===== config.mk =====
export PLATFORM = sky130hd
export DESIGN_NAME = regfile_wr_arbiter_flat
export DESIGN_NICKNAME = d
export VERILOG_FILES = /design/src/rtl/rv32_pkg.sv /design/src/rtl/regfile_wr_arbiter_if.sv /design/src/rtl/rr_wait_counter.sv /design/src/rtl/regfile_wr_arbiter.sv /design/src/flat_wrapper.sv
export SDC_FILE = /design/constraint.sdc
export NUM_CORES = 1
export LEC_CHECK = 0
export ABC_AREA = 1
export BUFFER_PORTS_ARGS = -buffer_cell sky130_fd_sc_hd__buf_2
export CAP_MARGIN = 30
export CORE_MARGIN = 2
export CORE_UTILIZATION = 45
export CTS_BUF_LIST = sky130_fd_sc_hd__clkbuf_8
export CTS_CLUSTER_DIAMETER = 80
export CTS_CLUSTER_SIZE = 20
export DETAILED_ROUTE_END_ITERATION = 8
export PLACE_DENSITY = 0.86
export SETUP_SLACK_MARGIN = 0.5
export SYNTH_ARGS = -nofsm -noshare
export SYNTH_HDL_FRONTEND = slang
export SYNTH_SLANG_ARGS = --single-unit

===== constraint.sdc =====
create_clock -name clk -period 2.54 [get_ports clk]
set_input_delay 0.635 -clock clk [delete_from_list [all_inputs] [get_ports clk]]
set_output_delay 0.635 -clock clk [all_outputs]
set_load 0.05 [all_outputs]

===== src/rtl/rv32_pkg.sv =====
`default_nettype none
// +----------------------------------------------------------------------+
// | rv32_pkg : shared widths and writeback record for the RV32 core      |
// | Rev 1.0                                                              |
// +----------------------------------------------------------------------+
package rv32_pkg;

  localparam int XLEN = 32;
  localparam int AW   = 5;

  localparam logic [AW-1:0] REG_X0 = 5'd0;

  typedef struct packed {
    logic            valid;
    logic [AW-1:0]   addr;
    logic [XLEN-1:0] data;
  } wb_req_t;

endpackage
`default_nettype wire


===== src/rtl/regfile_wr_arbiter_if.sv =====
`default_nettype none
// +----------------------------------------------------------------------+
// | regfile_wr_arbiter_if : writeback requests, regfile write, bypass    |
// | Rev 1.0                                                              |
// +----------------------------------------------------------------------+
interface regfile_wr_arbiter_if;
  import rv32_pkg::*;

  logic            flush;
  logic            req0_valid;
  logic [AW-1:0]   req0_addr;
  logic [XLEN-1:0] req0_data;
  logic            req0_ready;
  logic            req1_valid;
  logic [AW-1:0]   req1_addr;
  logic [XLEN-1:0] req1_data;
  logic            req1_ready;
  logic            rf_wr_en;
  logic [AW-1:0]   rf_wr_addr;
  logic [XLEN-1:0] rf_din;
  logic [AW-1:0]   rd_addr1;
  logic [AW-1:0]   rd_addr2;
  logic            fwd_hit1;
  logic            fwd_hit2;
  logic [XLEN-1:0] fwd_data;
  logic            starve_o;

  modport master (
    output flush,
    output req0_valid, req0_addr, req0_data,
    input  req0_ready,
    output req1_valid, req1_addr, req1_data,
    input  req1_ready,
    input  rf_wr_en, rf_wr_addr, rf_din,
    output rd_addr1, rd_addr2,
    input  fwd_hit1, fwd_hit2, fwd_data,
    input  starve_o
  );

  modport slave (
    input  flush,
    input  req0_valid, req0_addr, req0_data,
    output req0_ready,
    input  req1_valid, req1_addr, req1_data,
    output req1_ready,
    output rf_wr_en, rf_wr_addr, rf_din,
    input  rd_addr1, rd_addr2,
    output fwd_hit1, fwd_hit2, fwd_data,
    output starve_o
  );

endinterface
`default_nettype wire


===== src/rtl/rr_wait_counter.sv =====
`default_nettype none
// +----------------------------------------------------------------------+
// | rr_wait_counter : saturating stall counter for the low-priority port |
// | Rev 1.0                                                              |
// +----------------------------------------------------------------------+
module rr_wait_counter #(
  parameter int MAX_WAIT = 4,
  parameter int CW       = 3
) (
  input  logic clk,
  input  logic arst,
  input  logic flush,
  input  logic req_valid,
  input  logic gnt,
  output logic force_req
);

  localparam logic [CW-1:0] C_MAX = CW'(MAX_WAIT);

  logic [CW-1:0] r_wcnt;

  always_ff @(posedge clk or negedge arst) begin
    if (!arst) begin
      r_wcnt <= '0;
    end else if (flush || gnt || !req_valid) begin
      r_wcnt <= '0;
    end else if (r_wcnt != C_MAX) begin
      r_wcnt <= r_wcnt + CW'(1);
    end
  end

  assign force_req = req_valid & (r_wcnt == C_MAX);

endmodule
`default_nettype wire


===== src/rtl/regfile_wr_arbiter.sv =====
`default_nettype none
// +----------------------------------------------------------------------+
// | regfile_wr_arbiter : two-source arbiter for the regfile write port   |
// | Rev 1.0                                                              |
// +----------------------------------------------------------------------+
module regfile_wr_arbiter #(
  parameter int MAX_WAIT = 4,
  parameter int CW       = 3
) (
  input  logic                 clk,
  input  logic                 arst,
  regfile_wr_arbiter_if.slave  bus
);
  import rv32_pkg::*;

  wb_req_t w_req0;
  wb_req_t w_req1;
  wb_req_t w_sel;
  wb_req_t r_wr;
  logic    w_force;
  logic    w_open;
  logic    w_gnt0;
  logic    w_gnt1;

  assign w_req0 = '{valid: bus.req0_valid, addr: bus.req0_addr, data: bus.req0_data};
  assign w_req1 = '{valid: bus.req1_valid, addr: bus.req1_addr, data: bus.req1_data};

  rr_wait_counter #(
    .MAX_WAIT (MAX_WAIT),
    .CW       (CW)
  ) u_wait_cnt (
    .clk       (clk),
    .arst      (arst),
    .flush     (bus.flush),
    .req_valid (bus.req1_valid),
    .gnt       (w_gnt1),
    .force_req (w_force)
  );

  // No acceptance while flushing or while reset is asserted.
  assign w_open = arst & ~bus.flush;
  assign w_gnt1 = w_open & w_req1.valid & (~w_req0.valid | w_force);
  assign w_gnt0 = w_open & w_req0.valid & ~w_gnt1;
  assign w_sel  = w_gnt1 ? w_req1 : w_req0;

  assign bus.req0_ready = w_open & ~w_force;
  assign bus.req1_ready = w_gnt1;
  assign bus.starve_o   = w_force;

  // x0 grants are consumed but never raise the write enable.
  always_ff @(posedge clk or negedge arst) begin
    if (!arst) begin
      r_wr <= '0;
    end else if (w_gnt0 || w_gnt1) begin
      r_wr.valid <= (w_sel.addr != REG_X0);
      r_wr.addr  <= w_sel.addr;
      r_wr.data  <= w_sel.data;
    end else begin
      r_wr.valid <= 1'b0;
    end
  end

  assign bus.rf_wr_en   = r_wr.valid;
  assign bus.rf_wr_addr = r_wr.addr;
  assign bus.rf_din     = r_wr.data;

  assign bus.fwd_hit1 = r_wr.valid & (r_wr.addr == bus.rd_addr1) & (bus.rd_addr1 != REG_X0);
  assign bus.fwd_hit2 = r_wr.valid & (r_wr.addr == bus.rd_addr2) & (bus.rd_addr2 != REG_X0);
  assign bus.fwd_data = r_wr.data;

endmodule
`default_nettype wire


===== src/flat_wrapper.sv =====
// flat-port wrapper written by rule: the top's interface ports become plain ports
module regfile_wr_arbiter_flat import rv32_pkg::*;
#(
  parameter int MAX_WAIT = 4,
  parameter int CW       = 3
)
  (clk, arst, bus_flush, bus_req0_valid, bus_req0_addr, bus_req0_data, bus_req0_ready, bus_req1_valid, bus_req1_addr, bus_req1_data, bus_req1_ready, bus_rf_wr_en, bus_rf_wr_addr, bus_rf_din, bus_rd_addr1, bus_rd_addr2, bus_fwd_hit1, bus_fwd_hit2, bus_fwd_data, bus_starve_o);
  regfile_wr_arbiter_if bus_i ();
  input  logic clk;
  input  logic arst;
  input wire logic [$bits(bus_i.flush)-1:0] bus_flush;
  input wire logic [$bits(bus_i.req0_valid)-1:0] bus_req0_valid;
  input wire logic [$bits(bus_i.req0_addr)-1:0] bus_req0_addr;
  input wire logic [$bits(bus_i.req0_data)-1:0] bus_req0_data;
  output wire logic [$bits(bus_i.req0_ready)-1:0] bus_req0_ready;
  input wire logic [$bits(bus_i.req1_valid)-1:0] bus_req1_valid;
  input wire logic [$bits(bus_i.req1_addr)-1:0] bus_req1_addr;
  input wire logic [$bits(bus_i.req1_data)-1:0] bus_req1_data;
  output wire logic [$bits(bus_i.req1_ready)-1:0] bus_req1_ready;
  output wire logic [$bits(bus_i.rf_wr_en)-1:0] bus_rf_wr_en;
  output wire logic [$bits(bus_i.rf_wr_addr)-1:0] bus_rf_wr_addr;
  output wire logic [$bits(bus_i.rf_din)-1:0] bus_rf_din;
  input wire logic [$bits(bus_i.rd_addr1)-1:0] bus_rd_addr1;
  input wire logic [$bits(bus_i.rd_addr2)-1:0] bus_rd_addr2;
  output wire logic [$bits(bus_i.fwd_hit1)-1:0] bus_fwd_hit1;
  output wire logic [$bits(bus_i.fwd_hit2)-1:0] bus_fwd_hit2;
  output wire logic [$bits(bus_i.fwd_data)-1:0] bus_fwd_data;
  output wire logic [$bits(bus_i.starve_o)-1:0] bus_starve_o;
  assign bus_i.flush = bus_flush;
  assign bus_i.req0_valid = bus_req0_valid;
  assign bus_i.req0_addr = bus_req0_addr;
  assign bus_i.req0_data = bus_req0_data;
  assign bus_req0_ready = bus_i.req0_ready;
  assign bus_i.req1_valid = bus_req1_valid;
  assign bus_i.req1_addr = bus_req1_addr;
  assign bus_i.req1_data = bus_req1_data;
  assign bus_req1_ready = bus_i.req1_ready;
  assign bus_rf_wr_en = bus_i.rf_wr_en;
  assign bus_rf_wr_addr = bus_i.rf_wr_addr;
  assign bus_rf_din = bus_i.rf_din;
  assign bus_i.rd_addr1 = bus_rd_addr1;
  assign bus_i.rd_addr2 = bus_rd_addr2;
  assign bus_fwd_hit1 = bus_i.fwd_hit1;
  assign bus_fwd_hit2 = bus_i.fwd_hit2;
  assign bus_fwd_data = bus_i.fwd_data;
  assign bus_starve_o = bus_i.starve_o;
  regfile_wr_arbiter #(.MAX_WAIT(MAX_WAIT), .CW(CW)) u_core (.clk(clk), .arst(arst), .bus(bus_i));
endmodule

# Word-level counts from Yosys, hierarchy flattened
# Index checks and enable logic that the tools add are counted.
[totals] register_bits=41 input_bits=89 out_inout_bits=75 elab_cells=37
[classes] n_addsub=1 eq_ne=4 n_mux=4 bitwise=16 n_reduce_logical=8
[op_table] cell="2-to-1 mux 37 bit" n=1
[op_table] cell="nonzero test 5 bit" n=3
[op_table] cell="AND 1 bit" n=11
[op_table] cell="== test 5 bit" n=2
[op_table] cell="2-to-1 mux 3 bit" n=2
[op_table] cell="inverter 1 bit" n=4
[op_table] cell="adder 3 x 1 -> 3 bit (second input constant)" n=1
[op_table] cell="== test 3 bit (second input constant)" n=1
[op_table] cell="logical OR 1 bit" n=3
[op_table] cell="inequality test 3 bit (second input constant)" n=1
[op_table] cell="nonzero test 2 bit" n=1
[op_table] cell="zero test 1 bit" n=1
[op_table] cell="2-to-1 mux 1 bit" n=1
[op_table] cell="bitwise OR 1 bit" n=1

# Longest topological paths before layout
[depth] word_depth=8 mapped_depth=11 ltp_nobuf=10

# Modules after synthesis
# From an unflattened synthesis, not the netlist that was laid out.
[unflattened] cells_unflattened=316 hier_area_um2=2413.6
[by_module_without_submodules] module="regfile_wr_arbiter" instances=1 cells_each=286 area_per_inst_um2=2203.4 seq_area_each_um2=950.9
[by_module_without_submodules] module="rr_wait_counter" instances=1 cells_each=30 area_per_inst_um2=210.2 seq_area_each_um2=75.1

# Worst setup path after synthesis
# No wires, ideal clock.
[synth_path] kind="register -> output" start="register u_core.r_wr, in the netlist u_core.bus.rf_wr_addr[1]" end="output port bus_fwd_hit2" arrival_ns=2.070 required_time_ns=1.905 path_slack_ns=-0.165 stages_incl_launch_ff=5 path_buffers=0 path_cell_list="dfrtp_1 inv_1 nand3_1 a21oi_1 nor3_1"
[synth_via] elab_chain_cells=3
[synth_rtl] item="start: declaration" line_no="regfile_wr_arbiter.sv:19" source="wb_req_t r_wr;"
[synth_rtl] item="== test 5 bit" line_no="regfile_wr_arbiter.sv:68" source="assign bus.fwd_hit2 = r_wr.valid & (r_wr.addr == bus.rd_addr2) & (bus.rd_addr2 != REG_X0);"
[synth_rtl] item="AND 1 bit (2 in a row)" line_no="regfile_wr_arbiter.sv:68"
[synth_rtl] item="end: declaration" line_no="flat_wrapper.sv:26" source="output wire logic [$bits(bus_i.fwd_hit2)-1:0] bus_fwd_hit2;"
# Every way passes these cells.

# Worst setup path after layout
[layout_path] start="input port bus_rd_addr1[1]" end="output port bus_fwd_hit1"
[layout_via] elab_chain_cells=3 word_cells_on_any_way=4 cone_classes="eq/ne: 1; bitwise: 2; reduce/logical: 1"
[layout_rtl] item="start: declaration" line_no="flat_wrapper.sv:23" source="input wire logic [$bits(bus_i.rd_addr1)-1:0] bus_rd_addr1;"
[layout_rtl] item="== test 5 bit" line_no="regfile_wr_arbiter.sv:67" source="assign bus.fwd_hit1 = r_wr.valid & (r_wr.addr == bus.rd_addr1) & (bus.rd_addr1 != REG_X0);"
[layout_rtl] item="AND 1 bit" line_no="regfile_wr_arbiter.sv:67"
[layout_rtl] item="AND 1 bit *" line_no="regfile_wr_arbiter.sv:67"
[layout_rtl] item="end: declaration" line_no="flat_wrapper.sv:25" source="output wire logic [$bits(bus_i.fwd_hit1)-1:0] bus_fwd_hit1;"
# Mark *: on every way between the ends. The rest lies on a longest branch, timed or not.

==> impl_metrics.env <==
export IMPL_run_status="completed"
export IMPL_post_route_period_util_pct=83.7
export IMPL_power_net_switching_w=0.00121
export IMPL_cts_sink_count=41
export IMPL_rows=26
export IMPL_synth_fp_nets=398
export IMPL_die_area_um2=5880
export IMPL_floorplan_initialDensity_pct=46.6
export IMPL_timing_final_setup_violations=0
export IMPL_cell_family_contributing_the_most_delay_on_the_critical_path="simple AND/OR/NAND/NOR gates"
export IMPL_slew_violations=0
export IMPL_boundaryPins=164
export IMPL_design_final_nets=535
export IMPL_clock_skew_ns=0.00889
export IMPL_leftover_overflow_at_the_end_of_global_routing=0
export IMPL_clockBufferDepth=2
export IMPL_initial_antenna_violation_count=0
export IMPL_worst_path_stages=7
export IMPL_cellLeakagePower_nw=1.67
export IMPL_drt_wirelength_per_cell_um=12.5
export IMPL_post_route_drc_count=0
export IMPL_timing_critical_path_arrival_ns=1.49
export IMPL_ys_seq_elements=41
export IMPL_final_setup_tns_ns=0
export IMPL_placed_area_um2=3030
export IMPL_netlist_area_pre_place_um2=2380
export IMPL_detailedRoute_firstPassIterationCount=4
export IMPL_reg2reg_setup_slack_ns=0.73
export IMPL_cp_start_kind="primary input"
export IMPL_tightestPinTransition_ns=0.601
export IMPL_timing_critical_path_from="bus_rd_addr1[1]"
export IMPL_grt_use_total_pct=21.7
export IMPL_dominantRegCellSynth="dfrtp_1"
export IMPL_cellPowerDensity_nw_per_um2=772
export IMPL_netlist_instances=307
export IMPL_achievable_frequency_mhz=470
export IMPL_globalplace_congestion=0.749
export IMPL_largest_net_degree_at_the_start_of_global_routing=43
export IMPL_grt_setup_unrepaired="yes"
export IMPL_finalInstanceArea_um2=3330
export IMPL_core_outline_area_um2=5110
export IMPL_diodes=0
export IMPL_share_seq_of_total_power_pct=32.7
export IMPL_cap_violations=0
export IMPL_crit_required_ns=1.90
export IMPL_internal_power_w=0.00136
export IMPL_async_reset_ff_share_pct=100
export IMPL_place_port_buffers=163
export IMPL_ant_nets=0
export IMPL_die_width_um=76.7
export IMPL_power_switching_share_pct=47.2
export IMPL_seq_area_frac_synth_pct=43.1
export IMPL_yosysUniqueCellTypes=27
export IMPL_criticalPathCategory="in2out"
export IMPL_reg2reg_from="u_core.u_wait_cnt.r_wcnt[0]"
export IMPL_combinationalPowerShare_pct=46.7
export IMPL_path_max_fanout=2
export IMPL_cts_tree="built"
export IMPL_hold_worst_slack_ns=0.440
export IMPL_slew_headroom_pct=59.8
export IMPL_totalWireLength_um=6460
export IMPL_min_delay_path_class="in2async"
export IMPL_route_vias_total=2512
export IMPL_timing_critical_path_to="bus_fwd_hit1"
export IMPL_final_layout_size_suffix_gt1_share_pct=48.1
export IMPL_warnings_synthesis=0
export IMPL_crit_path_largest_cell_delay_ns=0.20
export IMPL_layout_common_cells="buf_2, a21oi_1, nand2_1, nor2_1, dfrtp_1"
export IMPL_clockRootBuffer="clkbuf_8"
export IMPL_dr_first_iter_drc_count=62
export IMPL_worst_r2r_path_depth=11
export IMPL_reg2reg_to="u_core.bus.rf_wr_en"
export IMPL_fp_dieH_um=76.7
export IMPL_syn_mean_instance_area_um2=7.75
export IMPL_tritoncts_num_buffers=5
export IMPL_h_tree_level_count=2
export IMPL_grt_pass1_wl_um=10700
export IMPL_crit_path_cell_trace="buf_4 > inv_4 > nand2_2 > a21oi_2 > nand4_1 > nor3_4 > buf_6"
export IMPL_worst_skew_pair_late_latency_ns=0.29
export IMPL_timing_hold_violations_final=0
export IMPL_final_min_clock_period_ns=2.13
export IMPL_vias_in_the_first_global_route=2407
export IMPL_area_growth_synth_to_final_pct=40.1
export IMPL_worst_setup_path_end_kind="primary output"
export IMPL_number_of_synthesized_flops_with_an_enable_pin=0
export IMPL_detail_route_vias_per_cell=4.88
export IMPL_dpl_hpwl_um=4490
export IMPL_mostFrequentLayoutCell="buf_2"
export IMPL_critical_path_s_slowest_cell="nor3_4"
export IMPL_reg_clk_slew_reported_paths_ns=0.08
export IMPL_clock_power_share_pct=20.6
export IMPL_power_ir_vdd_worst_uv=435
export IMPL_finalPower_w=0.00257
export IMPL_path_buf_inv=3
## final cells by class
class                   count  area (um2)
fillers                   442        1770
inverters                  22        97.6
multi-input cells         198        1040
clock buffers               6        82.6
clock inverters             2        33.8
repair buffers            176         956
flip-flops and latches     41        1030
well taps                  70        87.6
## worst min-delay path by stage
stage | end | slack, ns | cells after the start
floorplan | u_core.bus.fwd_data[0] | 0.34 | 0
global placement | u_core.bus.rf_wr_addr[4] | 0.51 | 2
detailed placement | u_core.bus.rf_wr_addr[4] | 0.52 | 2
CTS | u_core.bus.fwd_data[11] | 0.45 | 2
global route | u_core.bus.fwd_data[11] | 0.47 | 2
finish | u_core.bus.fwd_data[11] | 0.44 | 2
## power by group through the flow
stage | Clock [W] | Combinational [W] | Sequential [W]
global placement | 0 | 0.00115 | 0.000846
CTS | 0.000547 | 0.00118 | 0.000839
floorplan | 0 | 0.000620 | 0.00119
detailed placement | 0 | 0.00116 | 0.000848
finish | 0.000529 | 0.00120 | 0.000842
global route | 0.000569 | 0.00127 | 0.000858
## cells by family (layout without fill, tap and decap cells)
logic type                 after synthesis  count (layout)  share of synthesized area (%)
buffers and inverters                   68             206                           17.0
AOI/OAI and AO/OA                       82              82                           17.8
xor gates and xnor gates                 5               5                           1.84
and+or+nand+nor                        109             109                           19.1
adders and majority gates                2               2                           1.05
DFF                                     41              41                           43.1
## sequential cells by signal (all words and copies together) (netlist names)
name / flops
u_core.bus.rf_wr_addr: 5
u_core.bus.rf_wr_en: 1
u_core.u_wait_cnt.r_wcnt: 3
u_core.bus.fwd_data: 32
## stage by stage
| step | setup slack, ns | util (%) | instances |
|---|---|---|---|
| global placement | 0.339 | 59.4 | 498 |
| global route | 0.333 | 65.3 | 515 |
| finish | 0.413 | 65.3 | 515 |
| CTS | 0.440 | 63.4 | 508 |
| floorplan | 0.457 | - | 307 |
| detailed placement | 0.321 | 59.4 | 498 |
## what timing repair did
item	in CTS	in global routing
hold buffers	0	0
buffers inserted	2	7
setup endpoints to repair	5	5
pin swaps	6	6
gates resized for setup	18	15
## synthesized netlist by cell type (2+ instances only)
| cell | instances | share of area (%) |
|---|---|---|
| inv_1 | 20 | 3.2 |
| ha_1 | 2 | 1.1 |
| o2111ai_1 | 2 | 0.74 |
| nand3_1 | 7 | 1.5 |
| buf_2 | 9 | 1.9 |
| inv_2 | 2 | 0.32 |
| dfrtp_1 | 41 | 43 |
| a21oi_1 | 69 | 15 |
| o21ai_1 | 2 | 0.42 |
| nor2_1 | 39 | 6.2 |
| nand2_1 | 54 | 8.5 |
| xnor2_1 | 4 | 1.5 |
| o21ai_0 | 7 | 1.5 |
| buf_4 | 35 | 11 |
| nor3_1 | 2 | 0.42 |
## per-layer routing
| layer | GRT usage (%) | up-vias | wire [um] |
|---|---|---|---|
| li1 | - | 1235 | - |
| met1 | 24.8 | 1162 | 2570 |
| met2 | 41.1 | 109 | 3390 |
| met3 | 5.06 | 6 | 444 |
| met4 | 4.36 | 0 | 53 |
| met5 | 0 | - | 0 |
## worst register-to-register path: stages, from the launching register on
cell and delay, ns:
dfrtp_1 0.37, inv_2 0.06, ha_4 0.18, nand2_8 0.07, nand2_4 0.06, nand3_4 0.07, buf_4 0.38, nand2_1 0.14
o21ai_1 0.13, nand2_1 0.07, nor2_1 0.10, nor2_1 0.04
(Power assumes the default switching activity.)
